==> config.mk <==
export PLATFORM = sky130hd
export DESIGN_NAME = mem_stage_flat
export DESIGN_NICKNAME = d
export VERILOG_FILES = /design/src/rtl/mem_stage_pkg.sv /design/src/rtl/mem_stage_if.sv /design/src/rtl/mem_stage_data_mem_elem.sv /design/src/rtl/mem_stage.sv /design/src/flat_wrapper.sv
export SDC_FILE = /design/constraint.sdc
export NUM_CORES = 1
export LEC_CHECK = 0
export BUFFER_PORTS_ARGS = -buffer_cell sky130_fd_sc_hd__buf_2
export CAP_MARGIN = 5
export CORE_MARGIN = 2
export CORE_UTILIZATION = 35
export DETAILED_ROUTE_END_ITERATION = 12
export REMOVE_ABC_BUFFERS = 1
export SLEW_MARGIN = 20
export SYNTH_ARGS = -nofsm -noshare
export SYNTH_HDL_FRONTEND = slang
export SYNTH_HIERARCHICAL = 1
export SYNTH_SLANG_ARGS = --single-unit
export TNS_END_PERCENT = 10
==> constraint.sdc <==
create_clock -name clk_i -period 5.9 [get_ports clk_i]
set_clock_uncertainty 0.05 [all_clocks]
set_input_delay 0.59 -clock clk_i [delete_from_list [all_inputs] [get_ports clk_i]]
set_output_delay 0.59 -clock clk_i [all_outputs]
set_load 0.01 [all_outputs]
==> src/rtl/mem_stage_pkg.sv <==
// Shared types and constants for the memory-access stage.
// Beat counts assume the default REGI_SIZE/ELEM_SIZE/VECT_SIZE geometry.
package mem_stage_pkg;

    typedef enum logic {IDLE, ACCESS} mem_state_t;

    localparam int SCAL_BEATS = 16 / 8;
    localparam int VECT_BEATS = 8;
    localparam int BEAT_W     = $clog2(VECT_BEATS);

    function automatic logic [BEAT_W-1:0] last_beat(input logic is_vec);
        return is_vec ? BEAT_W'(VECT_BEATS - 1) : BEAT_W'(SCAL_BEATS - 1);
    endfunction

endpackage

==> src/rtl/mem_stage_if.sv <==
// Execute-to-memory-stage bundle: op fields from execute, stall and writeback results back.
interface mem_stage_if #(
    parameter int REGI_BITS = 4,
    parameter int VECT_BITS = 2,
    parameter int REGI_SIZE = 16,
    parameter int VECT_SIZE = 8,
    parameter int ELEM_SIZE = 8
);
    localparam int VW = ELEM_SIZE * VECT_SIZE;

    logic                 valid_i;
    logic                 enableMem;
    logic                 flagMemRead;
    logic                 flagMemWrite;
    logic                 vec_i;
    logic [REGI_SIZE-1:0] addr_i;
    logic [REGI_SIZE-1:0] int_data_i;
    logic [VW-1:0]        vec_data_i;
    logic [REGI_BITS-1:0] int_rd_i;
    logic [VECT_BITS-1:0] vec_rd_i;

    logic                 stall_o;
    logic                 valid_o;
    logic                 int_we_o;
    logic                 vec_we_o;
    logic [REGI_SIZE-1:0] int_res_o;
    logic [VW-1:0]        vec_res_o;
    logic [REGI_BITS-1:0] int_rd_o;
    logic [VECT_BITS-1:0] vec_rd_o;

    modport slave (
        input  valid_i, enableMem, flagMemRead, flagMemWrite, vec_i,
               addr_i, int_data_i, vec_data_i, int_rd_i, vec_rd_i,
        output stall_o, valid_o, int_we_o, vec_we_o,
               int_res_o, vec_res_o, int_rd_o, vec_rd_o
    );

    modport master (
        output valid_i, enableMem, flagMemRead, flagMemWrite, vec_i,
               addr_i, int_data_i, vec_data_i, int_rd_i, vec_rd_i,
        input  stall_o, valid_o, int_we_o, vec_we_o,
               int_res_o, vec_res_o, int_rd_o, vec_rd_o
    );

endinterface

==> src/rtl/mem_stage_data_mem_elem.sv <==
// Element-wide single-port data RAM: asynchronous read, write on the rising edge, no reset.
module data_mem_elem #(
    parameter int DEPTH = 64,
    parameter int WIDTH = 8,
    parameter int AW    = $clog2(DEPTH)
) (
    input  logic             clk_i,
    input  logic             we_i,
    input  logic [AW-1:0]    addr_i,
    input  logic [WIDTH-1:0] wdata_i,
    output logic [WIDTH-1:0] rdata_o
);

    logic [WIDTH-1:0] mem_q [DEPTH];

    assign rdata_o = mem_q[addr_i];

    always_ff @(posedge clk_i) begin
        if (we_i) begin
            mem_q[addr_i] <= wdata_i;
        end
    end

endmodule

==> src/rtl/mem_stage.sv <==
// Memory-access stage: element-serial scalar/vector loads and stores against a private RAM,
// non-memory results passed through with one cycle of latency.
module mem_stage
    import mem_stage_pkg::*;
#(
    parameter int REGI_BITS  = 4,
    parameter int VECT_BITS  = 2,
    parameter int MEMO_LINES = 64,
    parameter int REGI_SIZE  = 16,
    parameter int VECT_SIZE  = 8,
    parameter int ELEM_SIZE  = 8
) (
    input  logic       clk_i,
    input  logic       rst_i,
    mem_stage_if.slave bus
);

    localparam int VW = ELEM_SIZE * VECT_SIZE;
    localparam int AW = $clog2(MEMO_LINES);

    function automatic logic [AW-1:0] wrap_addr(input logic [31:0] a);
        return AW'(a % MEMO_LINES);
    endfunction

    mem_state_t           state_q;
    logic [BEAT_W-1:0]    beat_q;
    logic                 vec_q;
    logic                 load_q;
    logic                 store_q;
    logic [AW-1:0]        addr_q;
    logic [VW-1:0]        wdata_q;
    logic [VW-1:0]        ldbuf_q;
    logic [REGI_BITS-1:0] op_int_rd_q;
    logic [VECT_BITS-1:0] op_vec_rd_q;

    logic                 valid_q;
    logic                 int_we_q;
    logic                 vec_we_q;
    logic [REGI_SIZE-1:0] int_res_q;
    logic [VW-1:0]        vec_res_q;
    logic [REGI_BITS-1:0] int_rd_q;
    logic [VECT_BITS-1:0] vec_rd_q;

    logic                 in_idle;
    logic                 mem_op;
    logic                 start;
    logic                 last;
    logic [VW-1:0]        new_wdata;
    logic [AW-1:0]        mem_addr;
    logic [ELEM_SIZE-1:0] mem_wdata;
    logic [ELEM_SIZE-1:0] mem_rdata;
    logic                 mem_we;
    logic [VW-1:0]        ld_next;

    // An op with enableMem but no read/write flag is handled as a non-memory op.
    assign mem_op    = bus.valid_i & bus.enableMem & (bus.flagMemRead | bus.flagMemWrite);
    assign in_idle   = (state_q == IDLE);
    assign start     = in_idle & mem_op;
    assign last      = !in_idle && (beat_q == last_beat(vec_q));
    assign new_wdata = bus.vec_i ? bus.vec_data_i : VW'(bus.int_data_i);

    assign mem_addr  = in_idle ? wrap_addr(32'(bus.addr_i))
                               : wrap_addr(32'(addr_q) + 32'(beat_q));
    assign mem_wdata = in_idle ? new_wdata[ELEM_SIZE-1:0]
                               : wdata_q[int'(beat_q)*ELEM_SIZE +: ELEM_SIZE];
    // Reset suppresses the write so an aborted access stops at the beat before reset.
    assign mem_we    = !rst_i && (in_idle ? (start & bus.flagMemWrite) : store_q);

    // Elements shift in from the top, so element k ends at bits [k*ELEM_SIZE +: ELEM_SIZE].
    assign ld_next   = {mem_rdata, ldbuf_q[VW-1:ELEM_SIZE]};

    data_mem_elem #(
        .DEPTH (MEMO_LINES),
        .WIDTH (ELEM_SIZE),
        .AW    (AW)
    ) u_mem (
        .clk_i   (clk_i),
        .we_i    (mem_we),
        .addr_i  (mem_addr),
        .wdata_i (mem_wdata),
        .rdata_o (mem_rdata)
    );

    always_ff @(posedge clk_i) begin
        if (rst_i) begin
            state_q   <= IDLE;
            beat_q    <= '0;
            valid_q   <= 1'b0;
            int_we_q  <= 1'b0;
            vec_we_q  <= 1'b0;
            int_res_q <= '0;
            vec_res_q <= '0;
            int_rd_q  <= '0;
            vec_rd_q  <= '0;
        end else begin
            valid_q  <= 1'b0;
            int_we_q <= 1'b0;
            vec_we_q <= 1'b0;
            if (in_idle) begin
                if (start) begin
                    state_q     <= ACCESS;
                    beat_q      <= BEAT_W'(1);
                    vec_q       <= bus.vec_i;
                    store_q     <= bus.flagMemWrite;
                    load_q      <= bus.flagMemRead & ~bus.flagMemWrite;
                    addr_q      <= wrap_addr(32'(bus.addr_i));
                    wdata_q     <= new_wdata;
                    op_int_rd_q <= bus.int_rd_i;
                    op_vec_rd_q <= bus.vec_rd_i;
                    ldbuf_q     <= ld_next;
                end else if (bus.valid_i) begin
                    valid_q <= 1'b1;
                    if (bus.vec_i) begin
                        vec_we_q  <= 1'b1;
                        vec_res_q <= bus.vec_data_i;
                        vec_rd_q  <= bus.vec_rd_i;
                    end else begin
                        int_we_q  <= 1'b1;
                        int_res_q <= bus.int_data_i;
                        int_rd_q  <= bus.int_rd_i;
                    end
                end
            end else begin
                ldbuf_q <= ld_next;
                beat_q  <= beat_q + BEAT_W'(1);
                if (last) begin
                    state_q <= IDLE;
                    beat_q  <= '0;
                    valid_q <= 1'b1;
                    if (load_q && vec_q) begin
                        vec_we_q  <= 1'b1;
                        vec_res_q <= ld_next;
                        vec_rd_q  <= op_vec_rd_q;
                    end else if (load_q) begin
                        int_we_q  <= 1'b1;
                        int_res_q <= ld_next[VW-1 -: REGI_SIZE];
                        int_rd_q  <= op_int_rd_q;
                    end
                end
            end
        end
    end

    assign bus.stall_o   = start | (!in_idle & !last);
    assign bus.valid_o   = valid_q;
    assign bus.int_we_o  = int_we_q;
    assign bus.vec_we_o  = vec_we_q;
    assign bus.int_res_o = int_res_q;
    assign bus.vec_res_o = vec_res_q;
    assign bus.int_rd_o  = int_rd_q;
    assign bus.vec_rd_o  = vec_rd_q;

endmodule

==> src/flat_wrapper.sv <==
// flat-port wrapper written by rule: the top's interface ports become plain ports
module mem_stage_flat import mem_stage_pkg::*;
#(
    parameter int REGI_BITS  = 4,
    parameter int VECT_BITS  = 2,
    parameter int MEMO_LINES = 64,
    parameter int REGI_SIZE  = 16,
    parameter int VECT_SIZE  = 8,
    parameter int ELEM_SIZE  = 8
)
  (clk_i, rst_i, bus_valid_i, bus_enableMem, bus_flagMemRead, bus_flagMemWrite, bus_vec_i, bus_addr_i, bus_int_data_i, bus_vec_data_i, bus_int_rd_i, bus_vec_rd_i, bus_stall_o, bus_valid_o, bus_int_we_o, bus_vec_we_o, bus_int_res_o, bus_vec_res_o, bus_int_rd_o, bus_vec_rd_o);
  mem_stage_if #(.REGI_BITS(REGI_BITS), .VECT_BITS(VECT_BITS), .REGI_SIZE(REGI_SIZE), .VECT_SIZE(VECT_SIZE), .ELEM_SIZE(ELEM_SIZE)) bus_i ();
  input  logic clk_i;
  input  logic rst_i;
  input wire logic [$bits(bus_i.valid_i)-1:0] bus_valid_i;
  input wire logic [$bits(bus_i.enableMem)-1:0] bus_enableMem;
  input wire logic [$bits(bus_i.flagMemRead)-1:0] bus_flagMemRead;
  input wire logic [$bits(bus_i.flagMemWrite)-1:0] bus_flagMemWrite;
  input wire logic [$bits(bus_i.vec_i)-1:0] bus_vec_i;
  input wire logic [$bits(bus_i.addr_i)-1:0] bus_addr_i;
  input wire logic [$bits(bus_i.int_data_i)-1:0] bus_int_data_i;
  input wire logic [$bits(bus_i.vec_data_i)-1:0] bus_vec_data_i;
  input wire logic [$bits(bus_i.int_rd_i)-1:0] bus_int_rd_i;
  input wire logic [$bits(bus_i.vec_rd_i)-1:0] bus_vec_rd_i;
  output wire logic [$bits(bus_i.stall_o)-1:0] bus_stall_o;
  output wire logic [$bits(bus_i.valid_o)-1:0] bus_valid_o;
  output wire logic [$bits(bus_i.int_we_o)-1:0] bus_int_we_o;
  output wire logic [$bits(bus_i.vec_we_o)-1:0] bus_vec_we_o;
  output wire logic [$bits(bus_i.int_res_o)-1:0] bus_int_res_o;
  output wire logic [$bits(bus_i.vec_res_o)-1:0] bus_vec_res_o;
  output wire logic [$bits(bus_i.int_rd_o)-1:0] bus_int_rd_o;
  output wire logic [$bits(bus_i.vec_rd_o)-1:0] bus_vec_rd_o;
  assign bus_i.valid_i = bus_valid_i;
  assign bus_i.enableMem = bus_enableMem;
  assign bus_i.flagMemRead = bus_flagMemRead;
  assign bus_i.flagMemWrite = bus_flagMemWrite;
  assign bus_i.vec_i = bus_vec_i;
  assign bus_i.addr_i = bus_addr_i;
  assign bus_i.int_data_i = bus_int_data_i;
  assign bus_i.vec_data_i = bus_vec_data_i;
  assign bus_i.int_rd_i = bus_int_rd_i;
  assign bus_i.vec_rd_i = bus_vec_rd_i;
  assign bus_stall_o = bus_i.stall_o;
  assign bus_valid_o = bus_i.valid_o;
  assign bus_int_we_o = bus_i.int_we_o;
  assign bus_vec_we_o = bus_i.vec_we_o;
  assign bus_int_res_o = bus_i.int_res_o;
  assign bus_vec_res_o = bus_i.vec_res_o;
  assign bus_int_rd_o = bus_i.int_rd_o;
  assign bus_vec_rd_o = bus_i.vec_rd_o;
  mem_stage #(.REGI_BITS(REGI_BITS), .VECT_BITS(VECT_BITS), .MEMO_LINES(MEMO_LINES), .REGI_SIZE(REGI_SIZE), .VECT_SIZE(VECT_SIZE), .ELEM_SIZE(ELEM_SIZE)) u_core (.clk_i(clk_i), .rst_i(rst_i), .bus(bus_i));
endmodule
==> results_dict.tcl <==
set metrics [dict create \
    run_status "completed" \
    worst_pin_slew_ps 1170 \
    antenna_found_initial 4 \
    cp.arrival_ps 5520 \
    ir_drop_uv 245 \
    period_share_pct 86.4 \
    pwr-share-clk_pct 39.9 \
    cts-root-buf "clkbuf_16" \
    fp.dieH_um 297 \
    crit_path_start_kind "register" \
    ctsHoldBuffers 0 \
    place_congestion 0.829 \
    drcViolationCount 0 \
    core_um2 85100 \
    power_w 0.0118 \
    grt_pass1_vias 17949 \
    worst_slack_ps 804 \
    syn_to_final_growth_pct 15.4 \
    startpoint "u_core/addr_q[0]$_DFFE_PP_" \
    crit_path_max_fanout 18 \
    r2r-start "u_core/addr_q[0]$_DFFE_PP_" \
    synth_top_area_cell "edfxtp_1" \
    grt_use_total_pct 17.4 \
    ys_types 70 \
    rsz0062_at_grt "no" \
    numCtsBuffers 76 \
    synth-edff-count 647 \
    io_buffers 188 \
    share_seq_of_total_power_pct 50.0 \
    regArea_um2 21300 \
    switching_share_pct 23.7 \
    yosys_warnings 6 \
    power_density_nw_per_um2 340 \
    synth_most_common_cell "edfxtp_1" \
    ant_nets 0 \
    vias 17810 \
    grt_pass1_wl_um 117000 \
    p_comb_share_pct 10.1 \
    start_util_pct 35.4 \
    rows 107 \
    slew_headroom_pct 21.6 \
    path_clk_slew_ps 60 \
    cts_tree "built" \
    fin_crit_ps 5100 \
    r2r_cells 11 \
    hold_path.startpoint "bus_vec_rd_i[1]" \
    preCtsSetupSlack_ps 994 \
    dieWidth_um 297 \
    p_switching_w 0.00280 \
    grt_max_degree 68 \
    final-setup-viol-count 0 \
    io_pins 199 \
    post_cts_buffers 0 \
    place_hpwl_um 50400 \
    routedWlPerCell_um 24.1 \
    synth_seq_cells 740 \
    slew_violations 0 \
    syn_area_per_cell_um2 16.0 \
    hold_path_class "input port to register" \
    r2r-end "u_core/bus.int_res_o[10]$_SDFFE_PP0P_" \
    yosysSeqAreaShare_pct 70.7 \
    multi_input_area_um2 8140 \
    layout-drive-gt1-share_pct 23.2 \
    crit_type "register to register" \
    n_fill_cell 7763 \
    synthTopCellsByCount "edfxtp_1 (647), mux2i_1 (150), nor2_1 (104)" \
    ys_dominant_reg_cell "edfxtp_1" \
    syn_area_um2 30100 \
    drtPass1Iterations 5 \
    async_reset_ff_share_pct 0 \
    netlist_instances 1883 \
    ys_top_cells_by_area "edfxtp_1 (65%), dfxtp_1 (6.2%), mux2i_1 (5.0%), mux4_2 (4.3%), a211oi_1 (1.9%)" \
    clock_latency_ps 620 \
    clock_sinks 740 \
    drv_cap 0 \
    required_ps 6330 \
    fmax_ghz 0.196 \
    endpoint "u_core/bus.int_res_o[10]$_SDFFE_PP0P_" \
    hold_viol_final 0 \
    gr-total-overflow 0 \
    clockBufferDepth 3 \
    dieArea_um2 88400 \
    viasPerCell 5.44 \
    p_int_w 0.00903 \
    cts_resized 0 \
    netlist.area_leader.share_pct 64.5 \
    cp-end-kind "register" \
    htreeDepth 3 \
    routed_wirelength_um 78900 \
    nets 2183 \
    drtIter0Drc 1713 \
    r2r_slack_ps 800 \
    p_leak_nw 11.4 \
]
==> flip-flops by register name (all words and copies together) (netlist names), 2 cells and up <==
name,cells
u_core/bus.vec_rd_o,2
u_core/addr_q,6
u_core/op_vec_rd_q,2
u_core/bus.int_res_o,16
u_core/wdata_q,64
u_core/op_int_rd_q,4
u_core/u_mem/mem_q,512
u_core/bus.int_rd_o,4
u_core/ldbuf_q,56
u_core/beat_q,3
u_core/bus.vec_res_o,64
==> critical path: stages, from the launching register on <==
cell,delay (ps)
edfxtp_1,370
ha_1,210
inv_1,70
fa_1,450
mux2i_4,780
nor2b_1,510
a221oi_1,430
o32ai_1,180
nor4_1,810
nand4_1,620
mux2i_1,350
a211oi_2,100
==> cells by family after synthesis <==
| group | share of synthesized area (%) |
|---|---|
| flip-flops | 70.7 |
| AO/OA/AOI/OAI | 10.2 |
| AND/OR/NAND/NOR | 5.71 |
| multiplexers | 10.4 |
| buffers and inverters | 2.66 |
| adder cells (fa/ha/maj) | 0.233 |
| XOR/XNOR | 0.116 |
==> metrics by stage <==
| stage | TNS [ps] | std cells | hold slack (ps) | util, % | cell area [µm²] |
|---|---|---|---|---|---|
| 4_1_cts | 0 | 3273 | 84.6 | 40.8 | 34800 |
| 5_1_grt | 0 | 3273 | 91.7 | 40.8 | 34800 |
| 3_3_place_gp | 0 | 3135 | 384 | 38.0 | 32300 |
| 2_1_floorplan | -3465740 | 1739 | 376 | - | 29300 |
| 3_5_place_dp | 0 | 3135 | 387 | 38.0 | 32300 |
| 6_report | 0 | 3274 | 119 | 40.8 | 34800 |
==> power by group through the flow <==
stage	Clock, W	Sequential, W	Combinational [W]
floorplan	0	0.00606	0.000659
global placement	0	0.00602	0.00117
detailed placement	0	0.00602	0.00119
CTS	0.00482	0.00591	0.00120
global route	0.00502	0.00592	0.00127
finish	0.00472	0.00591	0.00119
==> final cells by class <==
| class | count | area share (%) |
|---|---|---|
| well taps | 1144 | 4.12 |
| diodes | 1 | 0.00720 |
| multi-input cells | 991 | 23.4 |
| clock buffers | 100 | 5.91 |
| repair buffers | 252 | 4.10 |
| flip-flops and latches | 740 | 61.3 |
| inverters | 8 | 0.0864 |
| clock inverters | 38 | 1.09 |
==> worst min-delay path by stage <==
stage | cells after the start | slack, ps | to
final | 1 | 120 | u_core/op_vec_rd_q[1]$_DFFE_PP_
after global placement | 0 | 380 | u_core/ldbuf_q[45]$_DFFE_PP_
after detailed placement | 0 | 390 | u_core/ldbuf_q[8]$_DFFE_PP_
after CTS | 1 | 80 | u_core/op_vec_rd_q[1]$_DFFE_PP_
after floorplan | 0 | 380 | u_core/ldbuf_q[10]$_DFFE_PP_
after global routing | 1 | 90 | u_core/op_vec_rd_q[1]$_DFFE_PP_
==> cell usage in the layout (no fill, tap or decap), drive strengths merged, types with 14 or more instances in the layout <==
cell | synthesis | final
o22ai | 30 | 30
a21oi | 118 | 118
nand2b | 26 | 26
a221oi | 21 | 21
mux4 | 57 | 57
mux2i | 150 | 150
edfxtp | 647 | 647
mux2 | 31 | 31
clkinv | 0 | 29
and2 | 60 | 60
nand2 | 53 | 53
a211oi | 93 | 93
a22oi | 41 | 41
nor2 | 104 | 104
clkbuf | 59 | 100
o21ai | 14 | 14
buf | 85 | 252
a31oi | 16 | 16
dfxtp | 93 | 93
==> per-layer routing <==
metal  GRT usage [%]  vias up  part of all wire (%)
met5               0        -                 0.081
li1                -     7863                     -
met3            3.67      144                   7.3
met4            5.40        8                   2.9
met2            28.3      745                    47
met1            23.4     9050                    42
(Power assumes the default switching activity.)
